[config.mk]
export PLATFORM = sky130hd
export DESIGN_NAME = load_unit
export DESIGN_NICKNAME = d
export VERILOG_FILES = /design/src/rtl/riscv_pkg.sv /design/src/rtl/load_align.sv /design/src/rtl/load_unit.sv
export SDC_FILE = /design/constraint.sdc
export NUM_CORES = 1
export LEC_CHECK = 0
export ABC_AREA = 1
export CAP_MARGIN = 20
export CORE_MARGIN = 2
export CORE_UTILIZATION = 42
export CTS_BUF_LIST = sky130_fd_sc_hd__clkbuf_4 sky130_fd_sc_hd__clkbuf_8
export DETAILED_ROUTE_END_ITERATION = 7
export PLACE_DENSITY = 0.83
export SKIP_CTS_REPAIR_TIMING = 1
export SLEW_MARGIN = 10
export SYNTH_ARGS = -nofsm -noshare
export SYNTH_HDL_FRONTEND = slang
export SYNTH_SLANG_ARGS = --single-unit
[constraint.sdc]
create_clock -name clk -period 1.5 [get_ports clk]
set_input_delay 0.3 -clock clk [delete_from_list [all_inputs] [get_ports clk]]
set_output_delay 0.3 -clock clk [all_outputs]
set_load 0.02 [all_outputs]
[src/rtl/riscv_pkg.sv]
// Shared load-path definitions: funct3 load encodings, load FSM states,
// captured-request context and the access-legality helper.
package riscv_pkg;

  localparam logic [2:0] F3_LB  = 3'b000;
  localparam logic [2:0] F3_LH  = 3'b001;
  localparam logic [2:0] F3_LW  = 3'b010;
  localparam logic [2:0] F3_LBU = 3'b100;
  localparam logic [2:0] F3_LHU = 3'b101;

  typedef enum logic [1:0] {IDLE, REQ, WAIT, DONE} ld_state_e;

  typedef struct packed {
    logic [2:0] funct3;
    logic [1:0] offset;
    logic [4:0] rd;
  } ld_ctx_t;

  // 1 when the load must be refused: illegal encoding or misaligned address.
  function automatic logic ld_bad(input logic [2:0] f3, input logic [1:0] off);
    case (f3)
      F3_LB, F3_LBU: ld_bad = 1'b0;
      F3_LH, F3_LHU: ld_bad = off[0];
      F3_LW:         ld_bad = (off != 2'b00);
      default:       ld_bad = 1'b1;
    endcase
  endfunction

endpackage

[src/rtl/load_align.sv]
// Combinational lane extraction and sign/zero extension of a little-endian read word.
module load_align
  import riscv_pkg::*;
(
  input  logic [31:0] word,
  input  logic [1:0]  offset,
  input  logic [2:0]  funct3,
  output logic [31:0] data
);

  logic [3:0][7:0] lanes;
  logic [7:0]      b;
  logic [15:0]     h;

  assign lanes = word;
  assign b     = lanes[offset];
  assign h     = offset[1] ? word[31:16] : word[15:0];

  always_comb begin
    data = word;
    case (funct3)
      F3_LB:   data = {{24{b[7]}}, b};
      F3_LBU:  data = {24'd0, b};
      F3_LH:   data = {{16{h[15]}}, h};
      F3_LHU:  data = {16'd0, h};
      default: data = word;
    endcase
  end

endmodule

[src/rtl/load_unit.sv]
// MEM-stage load unit: one outstanding word read, lane extraction on response,
// single-cycle writeback or fault pulse.
module load_unit
  import riscv_pkg::*;
#(
  parameter int ADDR_W = 32
) (
  input  logic              clk,
  input  logic              rst_n,
  input  logic              ld_req,
  input  logic [ADDR_W-1:0] ld_addr,
  input  logic [2:0]        ld_funct3,
  input  logic [4:0]        ld_rd,
  output logic              ld_busy,
  output logic              mem_req_valid,
  input  logic              mem_req_ready,
  output logic [ADDR_W-1:0] mem_addr,
  input  logic              mem_rsp_valid,
  input  logic [31:0]       mem_rsp_data,
  input  logic              mem_rsp_err,
  output logic              ld_valid,
  output logic [31:0]       ld_data,
  output logic [4:0]        rd_out,
  output logic              ld_fault
);

  ld_state_e   state, state_nxt;
  ld_ctx_t     ctx;
  logic        err_q, fault_q;
  logic        take, bad;
  logic [31:0] aligned;

  assign bad  = ld_bad(ld_funct3, ld_addr[1:0]);
  assign take = (state == IDLE) && ld_req;

  always_comb begin
    state_nxt     = state;
    ld_busy       = 1'b1;
    mem_req_valid = 1'b0;
    ld_valid      = 1'b0;
    ld_fault      = fault_q;
    case (state)
      IDLE: begin
        ld_busy = 1'b0;
        if (take && !bad) state_nxt = REQ;
      end
      REQ: begin
        mem_req_valid = 1'b1;
        if (mem_req_ready) state_nxt = WAIT;
      end
      WAIT: if (mem_rsp_valid) state_nxt = DONE;
      DONE: begin
        ld_valid  = !err_q;
        ld_fault  = err_q;
        state_nxt = IDLE;
      end
      default: state_nxt = IDLE;
    endcase
  end

  always_ff @(posedge clk or negedge rst_n)
    if (!rst_n) state <= IDLE;
    else        state <= state_nxt;

  // Rejected requests never leave IDLE; fault_q gives them their one-cycle pulse.
  always_ff @(posedge clk or negedge rst_n) begin
    if (!rst_n) begin
      ctx      <= '0;
      mem_addr <= '0;
      ld_data  <= '0;
      rd_out   <= '0;
      err_q    <= 1'b0;
      fault_q  <= 1'b0;
    end else begin
      fault_q <= take && bad;
      if (take) begin
        if (bad) rd_out <= ld_rd;
        else begin
          ctx      <= '{funct3: ld_funct3, offset: ld_addr[1:0], rd: ld_rd};
          mem_addr <= {ld_addr[ADDR_W-1:2], 2'b00};
        end
      end
      if (state == WAIT && mem_rsp_valid) begin
        err_q   <= mem_rsp_err;
        ld_data <= mem_rsp_err ? 32'd0 : aligned;
        rd_out  <= ctx.rd;
      end
    end
  end

  load_align u_align (
    .word   (mem_rsp_data),
    .offset (ctx.offset),
    .funct3 (ctx.funct3),
    .data   (aligned)
  );

endmodule

==> impl_metrics.ini, run 1 <==
[outcome]
status = finished, violations left
violations = negative setup slack

[setup_path]
crit_type = flip-flop to flip-flop
critPathLaunchType = flip-flop
crit_path_end_kind = flip-flop
r2r_start = state[0]
slowest_stage = dfrtp_1
cp_cell_sequence = inv_2 > buf_6 > ha_4 > nand2_4 > buf_4 > buf_4 > buf_12 > o21ai_1 > a21oi_1
max_stage_delay_ns = 0.41
crit_top_cell = buf_4
cp_max_fo = 12
critical_path_required_ns = 1.74
crit_arrival_ns = 1.90
startpoint = state[0]

[logic_synthesis]
synth-main-ff-cell = dfrtp_1
synth.area.top_cells = dfrtp_1, nand2_1, nor2_1, nand3_1, a21oi_1
synth.avg_cell_area_sq_um = 7.36
synth_top_family_by_area = simple AND/OR/NAND/NOR gates
yosys-top-cells-count = nand2_1, dfrtp_1, nor2_1
synth_fa_ha_area_share_pct = 1.52
syn_area_sq_um = 4110
synth_simple_gate_area_share_pct = 34.2
synth_xor_area_share_pct = 0
synth_cells = 558
async_reset_ff_share_pct = 100
ys_warn_count = 0
synth_top_area_share_pct = 49.3
ys_seq_area_share_pct = 49.3
synth_top_cell_by_area = dfrtp_1
synth_edf_count = 0
synth.area.mux_share_pct = 0
synth-compound-area-share_pct = 7.46
yosysMostFrequentCell = nand2_1
ys_types = 24
synth_seq_cells = 81

[placed_design]
dp_hpwl_microns = 8840
io_buffers = 148
gp_congestion = 0.958
placed_cells = 843

[final_layout]
ff_latch_area_sq_um = 2030
diodes = 0
area_growth_syn_to_layout_pct = 66.9
stdcell_count = 876
multi_input_area_sq_um = 2070
fill_cells = 713
drive_above_1_share_pct = 19.0
num-nets-final = 821

[timing]
whs_ns = 0.355
slew_violations = 0
hold_viol = 0
min_period_ns = 1.66
setup_viol = 44
setup_slack_ns = -0.158
rsz0062_at_grt = yes
period_share_pct = 111
skew_ns = 0.00965
max_freq_ghz = 0.603

[clocking]
cts_tree = yes
clkLatencyLatePin_ns = 0.36
numCtsBuffers = 9
htreeDepth = 3
cts-root-buf = clkbuf_8
clock_path_buffers = 2
cts_sinks = 81
clk_pin_slew_ns = 0.08

[hold_path]
hp-class = primary input to async pin

[floorplan]
core_area_sq_um = 9640
die_area_sq_um = 10600
initial_core_util_pct = 42.6
die_width_microns = 103
dieHeight_microns = 103
fp-row-count = 36
ioPinCount = 151

[route]
drt_iter0_drc = 186
postRouteAntennaNets = 0
drtPass1Iterations = 5
drt-wirelength-per-cell_microns = 15.8
drc = 0
wl_microns = 13900
viasPerCell = 5.13
vias = 4498

[power_and_ir_drop]
power.density_nw_per_um2 = 1880
peakVddDrop_uv = 1190
p_leak_nw = 4.19

[grt]
overflow = 0
grtUsageTotal_pct = 23.9
grt_pass1_wl_microns = 19700
grt_pass1_vias = 4267
grt_max_degree = 43
antenna_found_initial = 0

[run]
maxCapViolations = 0
[critical path: cells and delay by family, from the launching register on]
family                   cells  cell delay, ns
buffers and inverters        5            0.64
AO/OA/AOI/OAI                2            0.29
AND/OR/NAND/NOR              1            0.06
adder cells (fa/ha/maj)      1            0.14
flip-flops                   1            0.41
[report_power, final]
part | switching, mW | internal, mW | leakage (nW)
sequential | 0.684 | 3.17 | 1.01
combinational | 4.13 | 3.13 | 3.06
clock | 0.835 | 0.955 | 0.112
[logic make-up (layout without fill, tap and decap cells)]
logic type | count (synthesis) | after routing
fa+ha+maj | 5 | 5
simple gates | 346 | 347
flops | 81 | 81
compound gates | 56 | 56
other cells | 1 | 2
buf+inv | 69 | 252
[flip-flops by register name, summed over array words and instances, names as in the netlist]
name	cells
ctx	10
err_q	1
fault_q	1
ld_data	32
mem_addr	30
rd_out	5
state	2
[layer usage]
layer  part of all wire (%)  vias to the layer above  track usage (%)
li1                       -                     2094                -
met1                     38                     2107             30.4
met2                     49                      253             39.8
met3                    8.6                       44             6.64
met4                    3.4                        0             7.69
met5                      0                        -                0
[through the flow]
stage               power, mW  util (%)  setup WS (ns)  setup TNS (ns)  instance area [sq um]
finish                   12.9      71.1         -0.158           -2.57                   6850
floorplan                7.44         -        0.00898               0                   4110
global placement         10.1      61.1         -0.167           -8.84                   5890
global route             13.8      71.1         -0.231           -6.97                   6850
CTS                      12.1      63.4         -0.601          -17.90                   6110
detailed placement       10.3      61.1         -0.219          -11.80                   5890
[cell usage in the layout, fill, tap and decap left out, types with 12 or more instances in the layout]
| master | instances |
|---|---|
| clkbuf_8 | 13 |
| nor2_2 | 12 |
| nand3_1 | 47 |
| dlymetal6s2s_1 | 67 |
| nor2_1 | 49 |
| inv_1 | 29 |
| clkdlybuf4s50_1 | 76 |
| dfrtp_1 | 78 |
| a21oi_2 | 15 |
| nand2_1 | 213 |
| buf_4 | 32 |
[final cells by class]
class / instances / share of cell area [%]
clock buffer: 13 / 2.61
clock inverter: 3 / 0.675
inverter: 38 / 2.26
multi-input combinational: 410 / 30.2
sequential: 81 / 29.6
tap: 133 / 2.43
timing repair buffer: 198 / 32.2
[path summary, 6_finish.rpt]
check,endpoint,slack [ns],cells past startpoint
max,rd_out[3],-0.16,9
min,mem_addr[7],0.35,2
max reg2reg,rd_out[3],-0.16,9
min reg2reg,mem_addr[11],0.47,2
max in group asynchronous,ctx[6],0.55,3
min in group clk,mem_addr[11],0.47,2
Power figures use the tool's default switching activity.
==> run 2: changes to the inputs <==
--- a/config.mk
+++ b/config.mk
@@ -12,6 +12,7 @@
 export CTS_BUF_LIST = sky130_fd_sc_hd__clkbuf_4 sky130_fd_sc_hd__clkbuf_8
 export DETAILED_ROUTE_END_ITERATION = 7
 export PLACE_DENSITY = 0.83
+export SETUP_SLACK_MARGIN = 0.05
 export SKIP_CTS_REPAIR_TIMING = 1
 export SLEW_MARGIN = 10
 export SYNTH_ARGS = -nofsm -noshare
==> impl_metrics.ini, run 2 (same netlist as run 1, synthesis figures left out) <==
[outcome]
status = finished, violations left
violations = negative setup slack

[timing]
setup_slack_ns = -0.193
setup_viol = 25
skew_ns = 0.00555
rsz0062_at_grt = yes
slew_violations = 0
min_period_ns = 1.69
period_share_pct = 113
max_freq_ghz = 0.591
hold_viol = 0

[grt]
grt_pass1_wl_microns = 19400
antenna_found_initial = 0
grt_max_degree = 34
grtUsageTotal_pct = 23.6
overflow = 0
grt_pass1_vias = 4231

[power_and_ir_drop]
p_leak_nw = 4.19
power.density_nw_per_um2 = 1900
peakVddDrop_uv = 1020

[final_layout]
largest_register_ffs = 32
finalInstanceArea_sq_um = 6820
reg.largest.list = ld_data x32, mem_addr x30, ctx x10
num-nets-final = 817
fill_cells = 716
diodes = 0
area_growth_syn_to_layout_pct = 66.1
regMostFlops = ld_data
layout_commonest_cell = nand2_1
drive_above_1_share_pct = 19.6
stdcell_count = 872
final_cell_mix = nand2_1, dfrtp_1, clkdlybuf4s50_1

[floorplan]
fp-row-count = 36
core_area_sq_um = 9640
die_width_microns = 103
die_area_sq_um = 10600
initial_core_util_pct = 42.6
dieHeight_microns = 103
ioPinCount = 151

[route]
drt-wirelength-per-cell_microns = 15.6
viasPerCell = 5.05
drt_iter0_drc = 220
dr_wl_met2_microns = 6950
wl_microns = 13600
postRouteAntennaNets = 0
drtPass1Iterations = 5
vias = 4407
drc = 0
met3WireLength_microns = 1100
met1Wirelength_microns = 5250
maxUsedRoutingLayer = met4

[placed_design]
pre_cts_slack_ns = -0.253
io_buffers = 148
dpl-instance-area_sq_um = 5910
gp_congestion = 0.902
placed_cells = 843
dp_hpwl_microns = 8890

[clocking]
cts_sinks = 81
htreeDepth = 3
cts_tree = yes
clock_path_buffers = 2
cts-root-buf = clkbuf_8
clkLatencyLatePin_ns = 0.36
clk_pin_slew_ns = 0.08
numCtsBuffers = 9

[setup_path]
r2r-end = ld_data[7]
critPathCapture = ld_fault
startpoint = state[0]
r2r_cells = 9
critPathLaunchType = flip-flop
crit_path_end_kind = output port
r2r_start = state[0]
crit_arrival_ns = 1.39
cp_max_fo = 4
critical_path_required_ns = 1.20
crit_type = flip-flop to output port
rrSetupSlack_ns = -0.08

[hold_path]
hp-class = primary input to async pin

[run]
maxCapViolations = 0
run 2: changes by cell type in the layout (fill, tap and decap cells not counted), moves of 5 or more:
cell,change
a21oi_1,+14
a21oi_2,-11
nand2_1,-39
nand2_2,+27
nand2_4,+11
nor2_1,+14
nor2_2,-9
nor2_4,-5
run 2: worst max-delay path, stage by stage (launching register included):
cell and delay, ns:
dfrtp_1 0.43, ha_2 0.21, inv_1 0.05, nor2_2 0.12, nor2_1 0.06, buf_4 0.15
run 2: per-layer routing:
| metal | up-vias | global-route usage (%) |
|---|---|---|
| met5 | - | 0 |
| met4 | 0 | 10.6 |
| met3 | 30 | 6.10 |
| met2 | 204 | 39.8 |
| met1 | 2074 | 28.4 |
| li1 | 2099 | - |
run 2: stage by stage:
stage	total power, mW	hold slack [ns]	utilization, %	setup TNS (ns)
after floorplan	7.44	0.00441	-	0
after global placement	10.1	0.280	61.3	-10.10
after detailed placement	10.3	0.287	61.3	-12.18
after CTS	12.2	-0.107	63.8	-17.68
after global routing	13.8	0.451	70.8	-5.06
final	13.0	0.427	70.8	-1.53
run 2: cell type report:
class,instances,area [sq um],area share (%)
clock buffers,12,159,2.33
clock inverters,4,75.1,1.10
inverters,38,145,2.13
multi-input cells,409,2050,30.1
flip-flops and latches,81,2030,29.7
well taps,133,166,2.44
repair buffers,195,2200,32.2
run 2: power breakdown:
part           internal, mW  switching [mW]
sequential             3.16           0.779
clock                  1.05           0.830
combinational          3.16            3.99
total                  7.37            5.60
run 2: how the worst min path moves through the flow:
stage	endpoint	slack (ns)	cells after the start
final	ctx[3]	0.43	2
after global routing	ctx[2]	0.45	2
after CTS	ctx[2]	-0.11	1
after detailed placement	ctx[3]	0.29	1
after global placement	ctx[3]	0.28	1
after floorplan	ctx[0]	0.004	0
